`config.mk`:
```
export PLATFORM = sky130hd
export DESIGN_NAME = sample_timer
export DESIGN_NICKNAME = d
export VERILOG_FILES = /design/src/rtl/sample_timer_pkg.sv /design/src/rtl/sample_timer_sync_counter.sv /design/src/rtl/sample_timer.sv
export SDC_FILE = /design/constraint.sdc
export NUM_CORES = 1
export LEC_CHECK = 0
export BUFFER_PORTS_ARGS = -buffer_cell sky130_fd_sc_hd__buf_2
export CAP_MARGIN = 30
export CELL_PAD_IN_SITES_DETAIL_PLACEMENT = 1
export CELL_PAD_IN_SITES_GLOBAL_PLACEMENT = 2
export CORE_MARGIN = 4
export CORE_UTILIZATION = 36
export DETAILED_ROUTE_END_ITERATION = 7
export GPL_ROUTABILITY_DRIVEN = 0
export HOLD_SLACK_MARGIN = 0.05
export PLACE_DENSITY_LB_ADDON = 0.1
export REMOVE_ABC_BUFFERS = 1
export SYNTH_ARGS = -nofsm -noshare
export SYNTH_HDL_FRONTEND = slang
export SYNTH_SLANG_ARGS = --single-unit
```
`constraint.sdc`:
```
create_clock -name clk -period 5.05 [get_ports clk]
set_input_delay 1.515 -clock clk [delete_from_list [all_inputs] [get_ports clk]]
set_output_delay 1.515 -clock clk [all_outputs]
set_load 0.02 [all_outputs]
```
`src/rtl/sample_timer_pkg.sv`:
```
// Shared types and default parameters for the serial sample timer.
// Holds the FSM state encoding and default bit timing.
package sample_timer_pkg;

  typedef enum logic [1:0] {
    IDLE       = 2'd0,
    START_WAIT = 2'd1,
    SAMPLE     = 2'd2,
    DONE       = 2'd3
  } state_e;

  localparam int DEFAULT_BIT_PERIOD = 10;
  localparam int DEFAULT_NUM_BITS   = 9;

endpackage

```
`src/rtl/sample_timer_sync_counter.sv`:
```
// Up-counter with synchronous clear, enable and a programmable rollover value.
// rollover_o is combinational and high on the enabled cycle where count_o == max_i.
module sync_counter #(
  parameter int WIDTH = 4
) (
  input  logic             clk,
  input  logic             rst,
  input  logic             clr_i,
  input  logic             en_i,
  input  logic [WIDTH-1:0] max_i,
  output logic [WIDTH-1:0] count_o,
  output logic             rollover_o
);

  logic [WIDTH-1:0] count_q, count_d;

  assign rollover_o = en_i && (count_q == max_i);
  assign count_o    = count_q;

  always_comb begin
    count_d = count_q;
    if (clr_i || rollover_o) begin
      count_d = '0;
    end else if (en_i) begin
      count_d = count_q + 1'b1;
    end
  end

  always_ff @(posedge clk) begin
    if (rst) begin
      count_q <= '0;
    end else begin
      count_q <= count_d;
    end
  end

endmodule

```
`src/rtl/sample_timer.sv`:
```
// Mid-bit sample timer: strobes NUM_BITS times after a start edge, then pulses packet_done.
// Optional stop-bit check enabled by defining SAMPLE_TIMER_FRAMING_CHECK_EN.
module sample_timer
  import sample_timer_pkg::*;
#(
  parameter int BIT_PERIOD = DEFAULT_BIT_PERIOD,
  parameter int NUM_BITS   = DEFAULT_NUM_BITS
) (
  input  logic clk,
  input  logic rst,
  input  logic start_detected,
  input  logic abort,
  input  logic serial_in,
  output logic shift_strobe,
  output logic packet_done,
  output logic busy
`ifdef SAMPLE_TIMER_FRAMING_CHECK_EN
  ,
  output logic framing_error
`endif
);

  localparam int FIRST_WAIT = BIT_PERIOD + BIT_PERIOD / 2;
  localparam int PW         = $clog2(FIRST_WAIT + 1);
  localparam int BW         = $clog2(NUM_BITS + 1);

  localparam logic [PW-1:0] FIRST_MAX = PW'(FIRST_WAIT - 1);
  localparam logic [PW-1:0] BIT_MAX   = PW'(BIT_PERIOD - 1);
  localparam logic [BW-1:0] LAST_BIT  = BW'(NUM_BITS);

  state_e state_q, state_d;
  logic   strobe_q, strobe_d;
  logic   done_q, done_d;
  logic   busy_q, busy_d;

  logic          enter_wait;
  logic          per_en, per_tick;
  logic [PW-1:0] per_max, per_cnt_unused;
  logic          bit_en, bit_roll_unused;
  logic [BW-1:0] bit_cnt;
  logic          all_sampled;

  assign enter_wait  = (state_q == IDLE) && start_detected && !abort;
  assign all_sampled = (bit_cnt == LAST_BIT);
  // The period counter idles once every bit is sampled so DONE follows the last strobe directly.
  assign per_en      = (state_q == START_WAIT) || ((state_q == SAMPLE) && !all_sampled);
  assign per_max     = (state_q == START_WAIT) ? FIRST_MAX : BIT_MAX;
  assign bit_en      = per_tick && !abort;

  sync_counter #(.WIDTH(PW)) u_period_cnt (
    .clk        (clk),
    .rst        (rst),
    .clr_i      (enter_wait),
    .en_i       (per_en),
    .max_i      (per_max),
    .count_o    (per_cnt_unused),
    .rollover_o (per_tick)
  );

  sync_counter #(.WIDTH(BW)) u_bit_cnt (
    .clk        (clk),
    .rst        (rst),
    .clr_i      (enter_wait),
    .en_i       (bit_en),
    .max_i      (LAST_BIT),
    .count_o    (bit_cnt),
    .rollover_o (bit_roll_unused)
  );

  always_comb begin
    state_d  = state_q;
    strobe_d = 1'b0;
    done_d   = 1'b0;
    case (state_q)
      IDLE: begin
        if (start_detected) state_d = START_WAIT;
      end
      START_WAIT: begin
        if (per_tick) begin
          state_d  = SAMPLE;
          strobe_d = 1'b1;
        end
      end
      SAMPLE: begin
        if (all_sampled) begin
          state_d = DONE;
          done_d  = 1'b1;
        end else if (per_tick) begin
          strobe_d = 1'b1;
        end
      end
      DONE:    state_d = IDLE;
      default: state_d = IDLE;
    endcase
    if (abort) begin
      state_d  = IDLE;
      strobe_d = 1'b0;
      done_d   = 1'b0;
    end
    busy_d = (state_d != IDLE);
  end

  always_ff @(posedge clk) begin
    if (rst) begin
      state_q  <= IDLE;
      strobe_q <= 1'b0;
      done_q   <= 1'b0;
      busy_q   <= 1'b0;
    end else begin
      state_q  <= state_d;
      strobe_q <= strobe_d;
      done_q   <= done_d;
      busy_q   <= busy_d;
    end
  end

  assign shift_strobe = strobe_q;
  assign packet_done  = done_q;
  assign busy         = busy_q;

`ifdef SAMPLE_TIMER_FRAMING_CHECK_EN
  logic ferr_q, ferr_d;

  // The line is captured on the edge that ends the final strobe cycle.
  assign ferr_d = (state_q == SAMPLE) && all_sampled && !abort && !serial_in;

  always_ff @(posedge clk) begin
    if (rst) begin
      ferr_q <= 1'b0;
    end else begin
      ferr_q <= ferr_d;
    end
  end

  assign framing_error = ferr_q;
`else
  logic serial_in_unused;
  assign serial_in_unused = serial_in;
`endif

endmodule
```
==> results.py <==
metrics = {
    "sta": {
        "setup_violations": 0,
        "setup_slack_ns": 2.73,
        "worst_pin_slew_ns": 0.801,
        "clock_skew_ns": 0.0107,
        "hold_viol": 0,
        "timing.final.crit_share": 0.460,
        "fmax_ghz": 0.431,
        "maxSlewViolCount": 0,
        "maxSlewHeadroom": 0.462,
        "rsz0062_at_grt": "no",
        "tns_ns": 0,
        "period_needed_ns": 2.32,
    },
    "synthesis": {
        "synthAdderAreaFrac": 0.121,
        "synth.area.top_cells": "dfxtp_1 (36%), ha_1 (12%), a21oi_1 (3.5%), nor3_1 (3.5%), nor2_1 (3.1%)",
        "synth.cell_area_um2": 722,
        "synth_cell_types": 33,
        "synthMuxAreaShare": 0.0139,
        "avgSynthCellArea_um2": 9.14,
        "synth_top_family_by_area": "simple AND/OR/NAND/NOR gates",
        "ys_warn_count": 0,
        "synth_top_area_cell": "dfxtp_1",
        "synth_cells": 79,
        "synth-simple-area-share": 0.246,
        "synth_compound_area_frac": 0.177,
        "synthXorXnorAreaFrac": 0.0364,
        "ys_ff_latch": 13,
        "synth_top_area_frac": 0.360,
        "yosysSeqAreaShare": 0.360,
    },
    "final_layout": {
        "seq_area_um2": 260,
        "fin_util": 0.437,
        "final_layout_size_suffix_gt1_frac": 0.136,
        "fillCellCount": 228,
        "multiInputGateArea_um2": 429,
        "final_nets": 101,
        "area_growth_pct": 10.2,
        "final_common_cell": "dfxtp_1",
        "final_cell_mix": "dfxtp_1 (13), ha_1 (7), nor2_1 (6), buf_2 (6)",
        "antenna_cells": 0,
    },
    "power": {
        "seq_power_share": 0.561,
        "cellLeakagePower_nw": 0.295,
        "switchingPower_uw": 47.4,
        "peakVddDrop_mv": 0.139,
        "cell_internal_pwr_uw": 140,
        "swShare": 0.253,
        "combPwrFrac": 0.085,
        "p_per_area_nw_per_um2": 235,
        "clock_power_share": 0.355,
    },
    "global_route": {
        "antenna_found_initial": 0,
        "grt_pass1_vias": 617,
        "grt_pass1_wl_um": 2840,
        "overflow": 0,
        "grt_usage": 0.143,
        "grt_max_degree": 13,
    },
    "placement": {
        "hpwl_um": 1240,
        "numPortBuffers": 6,
        "pre_cts_ws_ns": 2.44,
    },
    "floorplan": {
        "core_area_um2": 1820,
        "start_util": 0.397,
        "pin_count": 8,
        "rows": 15,
        "die_y_um": 52.8,
        "die-area_um2": 2790,
        "dieWidth_um": 52.8,
    },
    "drt": {
        "wire_per_inst_um": 14.5,
        "routed_wl_um": 1640,
        "antenna_left": 0,
        "num_vias": 617,
        "vias_per_cell": 5.46,
        "first_iter_violations": 13,
        "firstDrtPassIters": 4,
        "drcViolationCount": 0,
    },
    "worst_hold_path": {
        "hold_start": "u_bit_cnt.count_o[1]$_SDFFE_PP0N_",
        "hold_path_class": "reg -> reg",
        "holdPathEnd": "u_bit_cnt.count_o[1]$_SDFFE_PP0N_",
        "hold_depth": 2,
    },
    "status": {
        "outcome": "completed",
    },
    "worst_setup_path": {
        "critPathTopFamily": "simple AND/OR/NAND/NOR gates",
        "ff2ff_setup_slack_ns": 2.78,
        "crit_required_ns": 5.27,
        "reg2regPathDepth": 6,
        "slowest_delay_ns": 0.42,
        "crit_top_cell": "or3_1",
        "worst_r2r_startpoint": "state_q[1]$_SDFF_PP0_",
        "worstPathCellList": "buf_2, or3_1, or3_1, a21oi_1",
        "arrival_ns": 2.54,
        "critical_path.slowest_cell": "or3_1",
        "cp.buffers_inverters": 1,
        "crit_fanout": 5,
        "r2r_end": "u_period_cnt.count_o[2]$_SDFFE_PP0P_",
        "crit_type": "in -> reg",
        "critPathLaunchType": "input pin",
        "crit_path_end_kind": "register",
    },
    "clock_tree": {
        "cts.clk_slew.worst_paths_ns": 0.09,
        "cts_tree": "yes",
        "cts_root_buf": "clkbuf_4",
        "cts_htree_levels": 1,
        "cts_resized": 0,
        "clock_path_buffers": 2,
        "clk_latency_ns": 0.28,
        "cts_hold_buf": 0,
        "postCtsSetupBuffers": 0,
        "cts_made_buffers": 3,
        "cts.sinks": 13,
    },
    "job": {
        "cap_violations": 0,
    },
}
through the flow:
step                total power, mW  cell area, um^2  cells  hold WS, ns
CTS                           0.190              796    113        0.536
global route                  0.197              796    113        0.544
floorplan                     0.118              708     78        0.471
finish                        0.187              796    113        0.543
detailed placement            0.124              769    109        0.521
global placement              0.123              769    109        0.503
power groups by stage:
stage / Sequential, mW / Clock, mW / Combinational (mW)
floorplan: 0.108 / 0 / 0.0100
global placement: 0.107 / 0 / 0.0159
detailed placement: 0.107 / 0 / 0.0161
CTS: 0.105 / 0.0685 / 0.0161
global route: 0.105 / 0.0736 / 0.0181
finish: 0.105 / 0.0664 / 0.0159
layout make-up:
cell class,count,share of cell area
Multi-Input combinational cell,60,0.539
Sequential cell,13,0.327
Tap cell,25,0.0393
Timing Repair Buffer,6,0.0377
Clock buffer,4,0.0330
Inverter,5,0.0236
synthesized netlist by cell type:
cell type	count
clkbuf_8	1
o31ai_1	2
o21ai_1	1
nand2_1	4
and4b_1	1
or4_1	2
a21oi_1	5
xnor2_1	2
a21oi_2	1
nor3b_1	1
nand3_1	1
o211ai_1	1
ha_1	7
o21ai_0	4
inv_1	5
a221oi_1	1
xor2_1	1
nor4b_1	1
and4b_2	1
a31oi_1	1
nand4b_1	1
or3_1	3
and2_1	1
nand3b_1	1
nor2_1	6
nand4_1	1
mux2i_1	1
dfxtp_1	13
a21o_1	1
o41ai_2	1
o21a_1	1
nor4bb_1	1
nor3_1	5
logic make-up (layout without fill, tap and decap cells):
family,Yosys count,after routing
AO/OA/AOI/OAI,19,19
XOR/XNOR,3,3
adder cells (fa/ha/maj),7,7
buffers and inverters,6,15
flip-flops,13,13
multiplexers,1,1
AND/OR/NAND/NOR,30,30
metal layers:
layer  GRT usage  wire (um)
met1       0.182        801
met2       0.221        767
met4      0.0766         25
met5           0          0
met3      0.0342         45
how the worst max path moves through the flow:
| stage | from | end | slack (ns) | cells after the start |
|---|---|---|---|---|
| 5_1_grt | state_q[1]$_SDFF_PP0_ | u_period_cnt.count_o[2]$_SDFFE_PP0P_ | 2.52 | 6 |
| 6_report | abort | u_bit_cnt.count_o[0]$_SDFFE_PP0N_ | 2.73 | 4 |
| 3_5_place_dp | abort | u_bit_cnt.count_o[0]$_SDFFE_PP0N_ | 2.44 | 4 |
| 4_1_cts | abort | u_bit_cnt.count_o[0]$_SDFFE_PP0N_ | 2.73 | 4 |
| 2_1_floorplan | abort | u_bit_cnt.count_o[0]$_SDFFE_PP0N_ | 2.65 | 3 |
| 3_3_place_gp | abort | u_bit_cnt.count_o[1]$_SDFFE_PP0N_ | 2.46 | 4 |
flip-flops by register name (all words and copies together) (netlist names):
name,count
busy,1
packet_done,1
shift_strobe,1
state_q,2
u_bit_cnt.count_o,4
u_period_cnt.count_o,4
worst min-delay path, delay by kind of cell, from the launching register on:
family | cells | cell delay [ns]
AOI/OAI and AO/OA | 2 | 0.15
DFF | 1 | 0.35
Note: power is estimated with default switching activity, not from simulation.
